===== src/rtl/qpsk_pkg.sv =====
// Shared constants and types for the QPSK demodulator slice.
//   SAMPLES_PER_SYMBOL : samples per symbol period
//   SYMBOLS_PER_FRAME  : symbols per frame (21 data bits + 1 pad bit)
//   FRAME_BITS         : decoded data bits per frame
//   MIDSCALE           : offset-binary zero level of the sample stream
//   ACC_W              : correlator accumulator width (signed)
//   demod_state_e      : demodulator control states
package qpsk_pkg;

  localparam int unsigned SAMPLES_PER_SYMBOL = 40;
  localparam int unsigned SYMBOLS_PER_FRAME  = 11;
  localparam int unsigned FRAME_BITS         = 21;
  localparam int unsigned MIDSCALE           = 32768;
  localparam int unsigned ACC_W              = 22;

  typedef enum logic [1:0] {
    IDLE,
    ACCUM,
    HOLD
  } demod_state_e;

endpackage


===== src/rtl/qpsk_refsign.sv =====
// Reference-carrier sign lookup for the correlator.
//   idx_i   : in-symbol sample index n
//   i_neg_o : 1 when the in-phase reference is -1 (cos quadrant sign)
//   q_neg_o : 1 when the quadrature reference is -1 (sin half-period sign)
module qpsk_refsign
  import qpsk_pkg::*;
#(
  parameter int unsigned SPS = SAMPLES_PER_SYMBOL
) (
  input  logic [5:0] idx_i,
  output logic       i_neg_o,
  output logic       q_neg_o
);

  localparam logic [5:0] I_LO = 6'(SPS / 4);
  localparam logic [5:0] I_HI = 6'((3 * SPS) / 4);
  localparam logic [5:0] Q_LO = 6'(SPS / 2);

  always_comb begin
    i_neg_o = (idx_i >= I_LO) && (idx_i < I_HI);
    q_neg_o = (idx_i >= Q_LO);
  end

endmodule


===== src/rtl/qpsk_demod.sv =====
// QPSK frame demodulator: correlates each symbol against square-wave I/Q
// references, slices the quadrant into two bits and assembles a frame word.
//   clk        : clock, rising edge
//   reset      : synchronous active-high reset
//   indata     : offset-binary sample (MIDSCALE is zero)
//   readready  : indata valid this cycle
//   waitread   : 1 while accepting samples
//   outdata    : decoded 21-bit frame word
//   writeready : outdata valid, held until accepted
//   waitwrite  : downstream accepts outdata
//   padflag    : decoded pad bit, valid with writeready
//   complete   : one-cycle pulse after a frame transfer
module qpsk_demod #(
  parameter int unsigned SAMPLES_PER_SYMBOL = qpsk_pkg::SAMPLES_PER_SYMBOL,
  parameter int unsigned SYMBOLS_PER_FRAME  = qpsk_pkg::SYMBOLS_PER_FRAME
) (
  input  logic                            clk,
  input  logic                            reset,
  input  logic [15:0]                     indata,
  input  logic                            readready,
  output logic                            waitread,
  output logic [qpsk_pkg::FRAME_BITS-1:0] outdata,
  output logic                            writeready,
  input  logic                            waitwrite,
  output logic                            padflag,
  output logic                            complete
);

  localparam int unsigned ACC_W = qpsk_pkg::ACC_W;
  localparam int unsigned FB    = qpsk_pkg::FRAME_BITS;
  localparam int unsigned BUF_W = FB + 1;
  localparam int unsigned CNT_W = $clog2(SYMBOLS_PER_FRAME + 1);

  localparam logic [5:0]       LAST_N   = 6'(SAMPLES_PER_SYMBOL - 1);
  localparam logic [CNT_W-1:0] LAST_SYM = CNT_W'(SYMBOLS_PER_FRAME - 1);

  qpsk_pkg::demod_state_e state_q;

  logic signed [ACC_W-1:0] acc_i_q, acc_q_q;
  logic signed [ACC_W-1:0] acc_i_d, acc_q_d;
  logic [5:0]              n_q;
  logic [CNT_W-1:0]        sym_q;
  logic [BUF_W-1:0]        frame_q, frame_d;
  logic                    waitread_q, writeready_q, padflag_q, complete_q;
  logic [FB-1:0]           outdata_q;

  logic signed [16:0]      s;
  logic signed [ACC_W-1:0] s_ext;
  logic                    i_neg, q_neg;
  logic                    b1, b0;
  logic                    last_n;

  qpsk_refsign #(
    .SPS(SAMPLES_PER_SYMBOL)
  ) u_refsign (
    .idx_i  (n_q),
    .i_neg_o(i_neg),
    .q_neg_o(q_neg)
  );

  // The decision looks at the accumulator values that already include the
  // current sample, so the last sample of a symbol is folded in and sliced
  // in the same cycle and the stream never stalls between symbols.
  always_comb begin
    s       = signed'({1'b0, indata}) - signed'(17'(qpsk_pkg::MIDSCALE));
    s_ext   = ACC_W'(s);
    acc_i_d = i_neg ? (acc_i_q - s_ext) : (acc_i_q + s_ext);
    acc_q_d = q_neg ? (acc_q_q - s_ext) : (acc_q_q + s_ext);
    b1      = acc_i_d[ACC_W-1];
    b0      = acc_i_d[ACC_W-1] ^ acc_q_d[ACC_W-1];
    frame_d = {frame_q[BUF_W-3:0], b1, b0};
    last_n  = (n_q == LAST_N);
  end

  always_ff @(posedge clk) begin
    if (reset) begin
      state_q      <= qpsk_pkg::IDLE;
      acc_i_q      <= '0;
      acc_q_q      <= '0;
      n_q          <= '0;
      sym_q        <= '0;
      frame_q      <= '0;
      waitread_q   <= 1'b0;
      writeready_q <= 1'b0;
      padflag_q    <= 1'b0;
      complete_q   <= 1'b0;
      outdata_q    <= '0;
    end else begin
      complete_q <= 1'b0;
      case (state_q)
        qpsk_pkg::IDLE: begin
          state_q    <= qpsk_pkg::ACCUM;
          waitread_q <= 1'b1;
        end

        qpsk_pkg::ACCUM: begin
          if (readready) begin
            if (last_n) begin
              acc_i_q <= '0;
              acc_q_q <= '0;
              n_q     <= '0;
              frame_q <= frame_d;
              sym_q   <= sym_q + 1'b1;
              if (sym_q == LAST_SYM) begin
                state_q      <= qpsk_pkg::HOLD;
                waitread_q   <= 1'b0;
                writeready_q <= 1'b1;
                outdata_q    <= frame_d[BUF_W-1:1];
                padflag_q    <= frame_d[0];
              end
            end else begin
              acc_i_q <= acc_i_d;
              acc_q_q <= acc_q_d;
              n_q     <= n_q + 1'b1;
            end
          end
        end

        qpsk_pkg::HOLD: begin
          if (waitwrite) begin
            state_q      <= qpsk_pkg::ACCUM;
            waitread_q   <= 1'b1;
            writeready_q <= 1'b0;
            complete_q   <= 1'b1;
            sym_q        <= '0;
            frame_q      <= '0;
          end
        end

        default: begin
          state_q    <= qpsk_pkg::IDLE;
          waitread_q <= 1'b0;
        end
      endcase
    end
  end

  assign waitread   = waitread_q;
  assign writeready = writeready_q;
  assign padflag    = padflag_q;
  assign complete   = complete_q;
  assign outdata    = outdata_q;

endmodule


===== config.mk =====
export PLATFORM = sky130hd
export DESIGN_NAME = qpsk_demod
export DESIGN_NICKNAME = d
export VERILOG_FILES = /design/src/rtl/qpsk_pkg.sv /design/src/rtl/qpsk_refsign.sv /design/src/rtl/qpsk_demod.sv
export SDC_FILE = /design/constraint.sdc
export NUM_CORES = 1
export LEC_CHECK = 0
export ABC_AREA = 1
export BUFFER_PORTS_ARGS = -buffer_cell sky130_fd_sc_hd__buf_2
export CAP_MARGIN = 10
export CORE_ASPECT_RATIO = 1.4
export CORE_UTILIZATION = 55
export CTS_CLUSTER_DIAMETER = 80
export DETAILED_ROUTE_END_ITERATION = 10
export PLACE_DENSITY = 0.81
export SLEW_MARGIN = 20
export SYNTH_ARGS = -nofsm -noshare
export SYNTH_HDL_FRONTEND = slang
export SYNTH_SLANG_ARGS = --single-unit

===== constraint.sdc =====
create_clock -name clk -period 4.1 [get_ports clk]
set_input_delay 0.82 -clock clk [delete_from_list [all_inputs] [get_ports clk]]
set_output_delay 0.82 -clock clk [all_outputs]
set_load 0.05 [all_outputs]

Yosys cells after proc, flatten, opt, wreduce, memory -nomap -nowiden
Cells that the tools add are included.

word-level totals
  register bits = 101
  bits of input ports = 20
  output and inout port bits = 25
  logic and storage cells = 69

cells by class
  add/sub/neg operators = 7
  $lt $le $gt $ge = 3
  equal/unequal tests = 8
  multiplexer cells = 29
  bitwise logic cells = 2
  reductions and logical operators = 9

operators with widths
  operator                                                           number
  2-to-1 mux 22 bit                                                  4
  2-to-1 mux 20 bit                                                  3
  adder 22 x 17 -> 22 bit                                            2
  subtractor 22 x 17 -> 22 bit                                       2
  one-hot mux 20 bit (2 select lines)                                1
  subtractor 16 x 16 -> 17 bit, second input constant                1
  2-to-1 mux 4 bit                                                   3
  AND reduction 4 bit                                                3
  2-to-1 mux 1 bit                                                   9
  2-to-1 mux 2 bit                                                   4
  inequality test 2 bit, second input constant                       4
  one-hot mux 4 bit (2 select lines)                                 1
  adder 6 x 1 -> 6 bit, second input constant                        1
  equality test 6 bit, second input constant                         1
  greater-or-equal comparator 6 x 4 -> 1 bit, second input constant  1
  greater-or-equal comparator 6 x 5 -> 1 bit, second input constant  1
  less-than comparator 6 x 5 -> 1 bit, second input constant         1
  2-to-1 mux 6 bit                                                   1
  one-hot mux 2 bit (3 select lines)                                 1
  AND reduction 5 bit                                                1
  adder 4 x 1 -> 4 bit, second input constant                        1
  equality test 4 bit, second input constant                         1
  one-hot mux 1 bit (3 select lines)                                 1
  equality test 2 x 1 -> 1 bit, second input constant                1
  9 further kinds                                                    9

Depth between registers and ports, before layout
Gate-level depths: netlist (run 1).

  depth in word-level cells = 7
  depth in mapped cells = 27
  depth with buffers taken out = 27

Modules after synthesis
From an unflattened synthesis (run 1), not the netlist that was laid out.

unflattened totals
  cells, all modules = 1071
  area total of the unflattened synthesis = 6892.9 um^2

modules (own cells, without submodules)
  module        instances  cells an instance  area an instance (um^2)  sequential area each (um^2)
  qpsk_demod    1          1061               6852.8                   2001.9
  qpsk_refsign  1          10                 40.0                     0.0

Worst setup path after synthesis (run 1)
No wires, ideal clock.

  path kind = input-to-reg
  start point = input port indata[0]
  end point = register padflag_q, in the netlist padflag
  library setup time = 0.114 ns
  data arrival time = 3.359 ns
  data required time = 3.986 ns
  path slack = 0.627 ns
  cell stages on the path = 27
  path buffers = 0
  cells stage by stage = inv_1 > ha_1 > nand2_1 > nor2_1 > nand3b_1 > nor2_2 > inv_2 > nor2_1 > nand3_1 > o21ai_0 > nand2_1 > nand2_1 > o21ai_0 > ha_1 > nand2_1 > inv_1 > nand2_1 > nor3_1 > nand3_1 > inv_1 > nor2_1 > nand3_1 > nand2_1 > nand2_1 > nand2_2 > o21bai_1 > inv_1

between the ends
  word-level cells in the longest chain between the ends = 4
  elaborated cells between the ends (all ways) = 8
  those cells by class = add/sub: 5; mux: 2; bitwise: 1

RTL lines
  what                                             RTL line                            source
  start, declared                                  qpsk_demod.sv:19                    input logic [15:0] indata,
  subtractor 16 x 16 -> 17 bit *                   qpsk_demod.sv:65                    s = signed'({1'b0, indata}) - signed'(17'(qpsk_pkg::MIDSCALE));
  adder 22 x 17 -> 22 bit (tied with other cells)  qpsk_demod.sv:67                    acc_i_d = i_neg ? (acc_i_q - s_ext) : (acc_i_q + s_ext);
  2-to-1 mux 22 bit, on equally long branches      qpsk_demod.sv:67, qpsk_demod.sv:68
  XOR 1 bit *                                      qpsk_demod.sv:70                    b0 = acc_i_d[ACC_W-1] ^ acc_q_d[ACC_W-1];
  end signal, assigned                             qpsk_demod.sv:109                   padflag_q <= frame_d[0];
  end, declared                                    qpsk_demod.sv:44                    logic waitread_q, writeready_q, padflag_q, complete_q;

Mark *: on every way between the ends. The rest lies on a longest branch, timed or not.
A chain may end at the register's enable or synchronous reset.

Worst setup path in the final report (run 1)
  start point = register n_q[1]
  end point = register frame_q[0]

between the ends
  word-level cells in the longest chain between the ends = 7
  elaborated cells between the ends (all ways) = 13
  those cells by class = order compare: 3; eq/ne: 2; mux: 5; bitwise: 1; reduce/logical: 2

RTL lines
  what                                                                                               RTL line            source
  start, declared                                                                                    qpsk_demod.sv:41    logic [5:0] n_q;
  start signal, assigned                                                                             qpsk_demod.sv:114   n_q <= n_q + 1'b1;
  greater-or-equal comparator 6 x 4 -> 1 bit or less-than comparator 6 x 5 -> 1 bit (tied branches)  qpsk_refsign.sv:20  i_neg_o = (idx_i >= I_LO) && (idx_i < I_HI);
  logical AND 1 bit                                                                                  qpsk_refsign.sv:20
  2-to-1 mux 22 bit                                                                                  qpsk_demod.sv:67
  XOR 1 bit                                                                                          qpsk_demod.sv:70
  2-to-1 mux 20 bit                                                                                  qpsk_demod.sv:98    if (last_n) begin
  2-to-1 mux 20 bit                                                                                  qpsk_demod.sv:97    if (readready) begin
  one-hot mux 20 bit (2 select lines)                                                                qpsk_demod.sv:90    case (state_q)
  end signal, assigned                                                                               qpsk_demod.sv:102   frame_q <= frame_d;
  end, declared                                                                                      qpsk_demod.sv:43    logic [BUF_W-1:0] frame_q, frame_d;

Several ways; a longest one is shown, not always the timed one. The select of a mux whose other input is x is not followed.

==> out/results.txt, run 1 <==
fin crit share -> 0.888
initial antenna violation count -> 0
Layout area overhead -> 8.66%
DIE HEIGHT -> 134 um
Power Dens Cells -> 321 nW/um^2
post-DR wirelength/cell -> 14.0 um
CP endpoint -> frame_q[0]
FF-to-FF path depth -> 19
count leader, synth -> nand2_1
Worst Hold Class -> flip-flop to flip-flop
status -> finished clean
Crit Path Max Fanout -> 25
vias in the first global route -> 6269
Hold Violations, Final -> 0
YS warnings -> 0
Clk Tree Root Cell -> clkbuf_16
via count -> 7005
r2r setup slk -> 0.46 ns
post-synthesis sequential area ratio -> 0.291
top-area cell type share of the netlist area -> 0.291
clock skew -> 0.00680 ns
total track usage -> 0.278
post-synth top area cell -> dfxtp_1
Bufs on Longest Clock Path -> 2
reported max-cap violation count -> 0
ant diodes -> 0
GRT Residual Overflow -> 0
CP startpoint kind -> flip-flop
unrepaired setup endpoints after global routing -> false
critical path startpoint -> n_q[1]
worst setup margin -> 0.461 ns
Mapped Cells -> 1062
fmax -> 0.275 GHz
Final ANT Viol Nets -> 0
dpl ws -> 0.112 ns
core outline area -> 12300 sq um
Initial Util -> 0.561
Post-synth top cells -> 277 x nand2_1, 122 x a21oi_1, 107 x nor2_1, 100 x dfxtp_1, 88 x inv_1
Post-Syn Area per Cell -> 6.47 sq um
DR pass1 iterations -> 8
R2R Path Start -> n_q[1]
Post-Synthesis Cell Area -> 6880 sq um
required time of the critical path -> 4.38 ns
crit path kind -> flip-flop to flip-flop
Synth cell types -> 47
Vias per Instance -> 5.63
# nets final -> 1159
Syn Nets -> 1131
largest net degree at the start of global routing -> 72
CP endpoint kind -> flip-flop
GPL Wtd Cong -> 0.955
io pins -> 45
ys async rst share -> 0
final WL -> 17500 um
clock sink count -> 100
# DRC -> 0
clk slew on worst S/H paths -> 0.07 ns
LEAKAGE -> 3.61 nW
CTS tree -> built
setup violators final -> 0
Worst-Skew Late Latency -> 0.35 ns
fin crit period -> 3.64 ns
die area -> 13000 sq um
I/O Buffers -> 44
Hold Slack -> 0.469 ns
worst-margin pin slew -> 0.779 ns
Post-synth EDFFs -> 0
worst flop-to-flop path endpoint -> frame_q[0]
HPWL Detailed -> 12800 um
relative slew slack -> 0.481
initial DRC count -> 390
H-tree Lvls -> 3
ys flop type -> dfxtp_1
max-slew violations -> 0
crit path DAT -> 3.92 ns
width of the die -> 96.5 um
worst vdd ir -> 242 uV
# fillers -> 1199
first-pass GRT wire length -> 28500 um
Rows -> 48
setup_tns -> 0 ns
CTS buffer count -> 9
FF+latch count, synth -> 100
share of cells above drive strength 1 -> 0.112
dominant cells by area after synthesis -> dfxtp_1 29%, nand2_1 15%, a21oi_1 8.9%, ha_1 8.6%, o21ai_0 6.0%
-- registers in the layout, summed over array words and instances (netlist names) --
signal	count
state_q	2
acc_q_q	22
padflag	1
sym_q	4
writeready	1
complete	1
n_q	6
outdata	21
frame_q	20
acc_i_q	22
-- where the power goes --
| group | leakage [nW] | switching [mW] | internal (mW) |
|---|---|---|---|
| combinational | 2.65 | 0.353 | 0.179 |
| sequential | 0.811 | 0.0211 | 1.00 |
| clock | 0.146 | 0.400 | 0.439 |
-- cell type report --
cell class                 instances  area, sq um  area share
sequential                       100         2000       0.268
timing repair buffer              49          258      0.0345
multi-input combinational        828         4340       0.581
inverter                         102          387      0.0518
clock buffer                      10          239      0.0320
clock inverter                     6         56.3     0.00754
tap                              150          188      0.0251
-- logic make-up after synthesis --
logic type               after synthesis  synth area share
AND/OR/NAND/NOR                      509             0.322
buffers and inverters                134            0.0781
AO/OA/AOI/OAI                        256             0.199
XOR/XNOR                              14            0.0178
flip-flops                           100             0.291
adder cells (fa/ha/maj)               49            0.0914
-- worst min path at each step --
| stage | depth (start not counted) | slack, ns | from | to |
|---|---|---|---|---|
| finish | 2 | 0.47 | frame_q[19] | frame_q[19] |
| global route | 2 | 0.48 | acc_i_q[12] | acc_i_q[12] |
| CTS | 2 | 0.47 | frame_q[19] | frame_q[19] |
| detailed placement | 2 | 0.46 | frame_q[19] | frame_q[19] |
| global placement | 2 | 0.45 | frame_q[18] | frame_q[18] |
| floorplan | 2 | 0.44 | frame_q[18] | frame_q[18] |
-- critical path, stage by stage, from the launching register on --
cell and delay (ns):
dfxtp_1 0.46, ha_1 0.19, nor2_1 0.04, nand2_1 0.07, nand2_1 0.05, nand2_1 0.11
nand2_1 0.44, o21ai_0 0.46, ha_1 0.36, a21oi_1 0.23, nand3_1 0.26, nand3_1 0.18
inv_1 0.05, nor2_1 0.13, nand3_1 0.08, nand2_1 0.12, nand2_1 0.08, nand2_2 0.08
nand2_2 0.05, a21oi_2 0.12
-- cells in the final DEF, fill, tap and decap left out, drive strengths merged, types with 10 or more instances in the layout --
cell	count
o21bai	10
a21oi	125
ha	47
inv	103
dfxtp	100
clkbuf	10
o21ai	103
nand3	56
nor3	14
nor2	120
buf	49
nand2	291
-- repair_timing --
| action | in CTS | in global routing |
|---|---|---|
| buffers inserted | 0 | 0 |
| hold buffers | 0 | 0 |
| gates resized for setup | 0 | 1 |
| endpoints found under the setup margin | 0 | 2 |
| endpoints found under the hold margin | 0 | 0 |
-- metrics by stage --
step	std cells	util	power (mW)	area, sq um
2_1_floorplan	1062	-	1.44	6880
3_3_place_gp	1229	0.585	1.56	7170
3_5_place_dp	1229	0.585	1.57	7170
4_1_cts	1245	0.609	2.40	7470
5_1_grt	1245	0.610	2.52	7470
6_report	1245	0.610	2.40	7470
-- layer usage --
layer	up-vias	track usage	wire, um
met5	-	0	0
met4	0	0.122	658
met3	43	0.0459	979
met2	211	0.480	8560
met1	3197	0.330	7260
li1	3554	-	-
Power figures use the tool's default switching activity.
==> run 2: changes to the inputs <==
- SYNTH_HIERARCHICAL: unset -> 1
==> out/results.txt, run 2 <==
status -> finished clean
setup violators final -> 0 (unchanged)
unrepaired setup endpoints after global routing -> false
Cell Int Power -> 1.63 mW (+0.56%)
YS warnings -> 6 (+6)
# DRC -> 0 (unchanged)
switching power -> 828 uW (+7.0%)
fmax -> 0.263 GHz (-4.4%)
ys flop type -> dfxtp_1
H-tree Lvls -> 3 (unchanged)
area fraction in and, or, nand and nor cells after synthesis -> 0.336 (+0.0137)
Placed Cells incl. Taps -> 1238 (+0.73%)
Post-Synthesis Cell Area -> 6890 sq um (+0.25%)
worst vdd ir -> 229 uV (-5.5%)
r2r setup slk -> 0.56 ns (+0.10 ns)
via count -> 7044 (+0.56%)
adder-cell share of the synthesized area -> 0.0893 (-0.00205)
CP startpoint kind -> input pin
Crit Path Max Fanout -> 6 (-76%)
CP endpoint kind -> flip-flop
fin crit share -> 0.928 (+0.0408)
width of the die -> 96.6 um (+0.12%)
Worst-Skew Late Latency -> 0.36 ns (about the same)
final WL -> 18000 um (+3.0%)
Sw Share -> 0.337 (+0.0137)
combinational share of power -> 0.221 (about the same)
Worst Hold Class -> flip-flop to flip-flop
post-synthesis xor/xnor area fraction -> 0.0216 (+0.00377)
non-filler cells, final -> 1254 (+0.72%)
reported max-cap violation count -> 0 (unchanged)
I/O Buffers -> 44 (unchanged)
commonest non-fill, non-tap cell in the layout -> nand2_1
Power Dens Cells -> 328 nW/um^2 (+2.3%)
Post-synth EDFFs -> 0 (unchanged)
GPL Wtd Cong -> 0.923 (-3.4%)
# fillers -> 1195 (-0.33%)
Syn Nets -> 1139 (+0.71%)
# nets final -> 1167 (+0.69%)
mux cell area share after synthesis -> 0 (unchanged)
Rows -> 48 (unchanged)
Clk pwr share -> 0.362 (+0.011)
count leader, synth -> nand2_1
clock sink count -> 100 (unchanged)
largest family of logic cells by synthesized area -> simple AND/OR/NAND/NOR gates
ant diodes -> 0 (unchanged)
share of cells above drive strength 1 -> 0.0996 (-0.0127)
Vias per Instance -> 5.62 (-0.16%)
DIE HEIGHT -> 134 um (+0.13%)
CTS buffer count -> 9 (unchanged)
crit path DAT -> 4.07 ns (+0.15 ns)
Layout area overhead -> 8.77% (about the same)
Mapped Cells -> 1071 (+0.85%)
Layout Utilization -> 0.612 (+0.00215)
dominant cells by area after synthesis -> dfxtp_1 29%, nand2_1 16%, ha_1 8.3%, a21oi_1 8.3%, nor2_1 6.0%
LEAKAGE -> 3.57 nW (-0.99%)
HPWL Detailed -> 13000 um (+1.6%)
Post-Syn Area per Cell -> 6.44 sq um (-0.59%)
top-area cell type share of the netlist area -> 0.290 (-0.000740)
Hold Slack -> 0.473 ns (+0.00438 ns)
area fraction in compound gates after synthesis -> 0.186 (-0.0132)
required time of the critical path -> 4.36 ns (-0.02 ns)
fin crit period -> 3.81 ns (+0.167 ns)
# hold bufs at CTS -> 0 (unchanged)
max-slew violations -> 0 (unchanged)
post-DR wirelength/cell -> 14.3 um (+2.2%)
CTS resizes -> 0 (unchanged)
GRT Residual Overflow -> 0 (unchanged)
core outline area -> 12300 sq um (unchanged)
initial DRC count -> 307 (-21%)
post-synthesis sequential area ratio -> 0.290 (-0.000740)
CTS tree -> built
post-synth top area cell -> dfxtp_1
setup_tns -> 0 ns (unchanged)
ys async rst share -> 0 (unchanged)
initial antenna violation count -> 0 (unchanged)
crit path kind -> input pin to flip-flop
clk slew on worst S/H paths -> 0.08 ns (about the same)
total setup buffers inserted after CTS -> 0 (unchanged)
Post-synth top cells -> 293 x nand2_1, 114 x a21oi_1, 111 x nor2_1, 100 x dfxtp_1, 94 x inv_1
io pins -> 45 (unchanged)
worst-margin pin slew -> 0.816 ns (+0.0378 ns)
first-pass GRT wire length -> 29900 um (+5.1%)
total track usage -> 0.279 (+0.00103)
Bufs on Longest Clock Path -> 2 (unchanged)
FF+latch count, synth -> 100 (unchanged)
Initial Util -> 0.563 (+0.00143)
commonest non-fill, non-tap cells in the layout -> 293 x nand2_1, 114 x a21oi_1, 111 x nor2_1, 100 x dfxtp_1, 94 x inv_1
clock skew -> 0.00950 ns (+0.00270 ns)
Clk Tree Root Cell -> clkbuf_16
relative slew slack -> 0.456 (-0.0252)
Hold Violations, Final -> 0 (unchanged)
sequential share of power -> 0.417 (-0.011)
Final ANT Viol Nets -> 0 (unchanged)
largest net degree at the start of global routing -> 72 (unchanged)
vias in the first global route -> 6662 (+6.3%)
die area -> 13000 sq um (+0.25%)
DR pass1 iterations -> 5 (-3)
Synth cell types -> 46 (-2.1%)
==> run 2: logic make-up after synthesis <==
group / count (synthesis)
buffers and inverters: 132
AND/OR/NAND/NOR: 534
AO/OA/AOI/OAI: 240
adder cells (fa/ha/maj): 48
flip-flops: 100
XOR/XNOR: 17
==> run 2: path summary, 6_finish.rpt <==
kind / endpoint / depth (start not counted) / from
max: padflag / 23 / indata[0]
max reg2reg: padflag / 21 / n_q[4]
min reg2reg: acc_i_q[8] / 2 / acc_i_q[8]
min: acc_i_q[8] / 2 / acc_i_q[8]
==> run 2: layout make-up <==
cell class,count,area [sq um],share of cell area
Clock inverter,7,86.3,0.0115
Sequential cell,100,2000,0.267
Timing Repair Buffer,49,258,0.0344
Inverter,100,375,0.0501
Multi-Input combinational cell,839,4360,0.582
Tap cell,150,188,0.0250
Clock buffer,9,225,0.0300
==> run 2: power by group through the flow <==
| stage | Combinational (mW) | Clock [mW] | Sequential (mW) |
|---|---|---|---|
| final | 0.543 | 0.889 | 1.03 |
| after global routing | 0.613 | 0.941 | 1.03 |
| after CTS | 0.537 | 0.901 | 1.03 |
| after detailed placement | 0.532 | 0 | 1.05 |
| after global placement | 0.523 | 0 | 1.05 |
| after floorplan | 0.407 | 0 | 1.04 |
==> run 2: layer usage <==
layer	vias to the layer above	part of all wire	track usage
li1	3584	-	-
met3	74	0.053	0.0414
met2	219	0.50	0.504
met5	-	0	0
met1	3167	0.40	0.311
met4	0	0.047	0.158
==> run 2: critical path, cell delays in order <==
cell and delay [ns]:
buf_2 0.11, inv_1 0.07, ha_1 0.22, nand2_1 0.14, nor3_2 0.07, nand2_1 0.12
nor2_1 0.09, a31oi_1 0.57, o21ai_0 0.17, ha_1 0.41, nand2_1 0.12, inv_1 0.08
nand2_1 0.06, nor3_1 0.22, nand3_1 0.17, nand3_1 0.14, nand3_1 0.11, nand2_2 0.11
nand2_2 0.06, nand2_1 0.05, nand2_1 0.04, nand2_1 0.07, inv_1 0.04
==> run 2: per-stage QoR <==
step | setup slack (ns) | power (mW) | instance area [sq um]
finish | 0.294 | 2.46 | 7500
global route | 0.0591 | 2.58 | 7500
CTS | 0.360 | 2.46 | 7500
detailed placement | 0.0396 | 1.58 | 7190
global placement | 0.0887 | 1.57 | 7190
floorplan | 0.725 | 1.45 | 6890
==> run 3: changes to the inputs <==
- CORE_UTILIZATION: 55 -> 45
- PLACE_DENSITY: 0.81 -> 0.7
==> out/results.txt, run 3 (synthesized netlist as in run 2, its figures left out) <==
setup_tns -> 0 ns (unchanged)
CP startpoint kind -> input pin
LEAKAGE -> 3.57 nW (about the same)
reported max-cap violation count -> 0 (unchanged)
CTS resizes -> 0 (unchanged)
unrepaired setup endpoints after global routing -> false
Rows -> 53 (+10%)
required time of the critical path -> 4.36 ns (about the same)
Final ANT Viol Nets -> 0 (unchanged)
CP endpoint kind -> flip-flop
initial DRC count -> 314 (+2.3%)
DR pass1 iterations -> 6 (+1)
GRT Residual Overflow -> 0 (unchanged)
Initial Util -> 0.460 (-0.103)
DIE HEIGHT -> 148 um (+10%)
HPWL Detailed -> 13700 um (+4.7%)
crit path DAT -> 3.98 ns (-0.09 ns)
fin crit period -> 3.71 ns (-0.0923 ns)
relative slew slack -> 0.442 (-0.0138)
clock sink count -> 100 (unchanged)
CP dominant cell by count -> nand2_1
CP bufs+invs -> 3 (-1)
clk slew on worst S/H paths -> 0.08 ns (about the same)
# fillers -> 1583 (+32%)
Hold Slack -> 0.468 ns (-0.00534 ns)
clock skew -> 0.0124 ns (+0.00288 ns)
Worst-Skew Late Latency -> 0.36 ns (about the same)
fin crit share -> 0.906 (-0.0225)
Vias per Instance -> 5.32 (-5.2%)
vias in the first global route -> 6552 (-1.7%)
Hold Violations, Final -> 0 (unchanged)
Clk Tree Root Cell -> clkbuf_16
fmax -> 0.269 GHz (+2.5%)
Layout area overhead -> 9.73%
setup violators final -> 0 (unchanged)
# hold bufs at CTS -> 0 (unchanged)
via count -> 6899 (-2.1%)
commonest non-fill, non-tap cells in the layout -> 292 x nand2_1, 114 x a21oi_1, 110 x nor2_1, 100 x dfxtp_1, 94 x inv_1
ant diodes -> 0 (unchanged)
width of the die -> 107 um (+10%)
io pins -> 45 (unchanged)
commonest non-fill, non-tap cell in the layout -> nand2_1
total setup buffers inserted after CTS -> 0 (unchanged)
I/O Buffers -> 44 (unchanged)
GPL Wtd Cong -> 0.927 (+0.40%)
Crit Path Max Fanout -> 5 (-1)
CTS tree -> built
core outline area -> 15000 sq um (+22%)
Power Dens Cells -> 327 nW/um^2 (-0.27%)
worst vdd ir -> 209 uV (-8.7%)
total track usage -> 0.239 (-0.0398)
max-slew violations -> 0 (unchanged)
CTS buffer count -> 9 (unchanged)
Top delay family on crit path -> simple AND/OR/NAND/NOR gates
r2r setup slk -> 0.63 ns (+0.07 ns)
Crit path largest cell delay -> 0.40 ns (-0.17 ns)
# nets final -> 1167 (unchanged)
Bufs on Longest Clock Path -> 2 (unchanged)
share of cells above drive strength 1 -> 0.102 (+0.00272)
H-tree Lvls -> 3 (unchanged)
largest net degree at the start of global routing -> 72 (unchanged)
first-pass GRT wire length -> 30000 um (+0.30%)
# DRC -> 0 (unchanged)
final WL -> 18500 um (+3.0%)
crit path kind -> input pin to flip-flop
post-DR wirelength/cell -> 14.3 um (-0.31%)
status -> finished clean
die area -> 15800 sq um (+22%)
initial antenna violation count -> 0 (unchanged)
Worst Hold Class -> flip-flop to flip-flop
Cell Chain, Critical Path -> buf_2 -> inv_1 -> ha_1 -> nand2_1 -> nor3_2 -> nand2_1 -> nor2_2 -> nand2_1 -> xnor2_1 -> nand2_1 -> o21ai_0 -> ha_1 -> nand2_2 -> nor3_1 -> nand3_1 -> nand3_1 -> nand3_1 -> nand2_1 -> nand2_1 -> nand2_1 -> nand2_1 -> nand2_1 -> inv_1
worst-margin pin slew -> 0.837 ns (+0.0207 ns)
Critical-path top delay cell -> ha_1
-- run 3: cell count changes in the layout (fill, tap and decap cells not counted), sizes merged --
cell and change:
clkinv +1, inv -1
-- run 3: final timing paths --
check | start | endpoint | cells after the start
max | indata[0] | padflag | 23
min | frame_q[18] | frame_q[18] | 2
max reg2reg | n_q[3] | padflag | 21
min reg2reg | frame_q[18] | frame_q[18] | 2
-- run 3: worst register-to-register path, stage by stage (launching register included) --
cell	delay, ns
dfxtp_1	0.48
nand2_1	0.12
nand2_1	0.07
nor2_1	0.04
nor2_1	0.24
inv_1	0.36
nand2_1	0.17
o21ai_0	0.11
ha_1	0.39
nand2_1	0.12
inv_1	0.10
nand2_1	0.08
nor3_1	0.30
nand3_1	0.17
nand3_1	0.14
nand3_1	0.09
nand2_1	0.11
nand2_1	0.07
nand2_1	0.07
nand2_1	0.05
nand2_1	0.08
inv_1	0.03
-- run 3: layer usage --
| metal | global-route usage | part of all wire |
|---|---|---|
| met3 | 0.0307 | 0.035 |
| met4 | 0.136 | 0.048 |
| met1 | 0.261 | 0.41 |
| met2 | 0.439 | 0.51 |
| met5 | 0 | 0 |
-- run 3: power breakdown --
part,switching [mW],leakage (nW),internal (mW),total [mW]
registers,0.0222,0.811,1.00,1.03
clock network,0.460,0.152,0.441,0.901
logic,0.361,2.61,0.186,0.547
-- run 3: through the flow --
stage	setup slack [ns]	utilization	instances	instance area, sq um	power (mW)
floorplan	0.725	-	1071	6890	1.45
detailed placement	0.0174	0.483	1280	7240	1.59
CTS	0.379	0.504	1296	7550	2.48
global route	0.00865	0.505	1296	7560	2.60
global placement	0.0336	0.483	1280	7240	1.58
finish	0.386	0.505	1296	7560	2.47
-- run 3: layout make-up --
cell class | instances | area [sq um] | share of cell area
timing repair buffer | 49 | 258 | 0.0341
sequential | 100 | 2000 | 0.265
tap | 192 | 240 | 0.0318
multi-input combinational | 839 | 4370 | 0.578
inverter | 100 | 375 | 0.0496
clock inverter | 7 | 88.8 | 0.0117
clock buffer | 9 | 225 | 0.0298
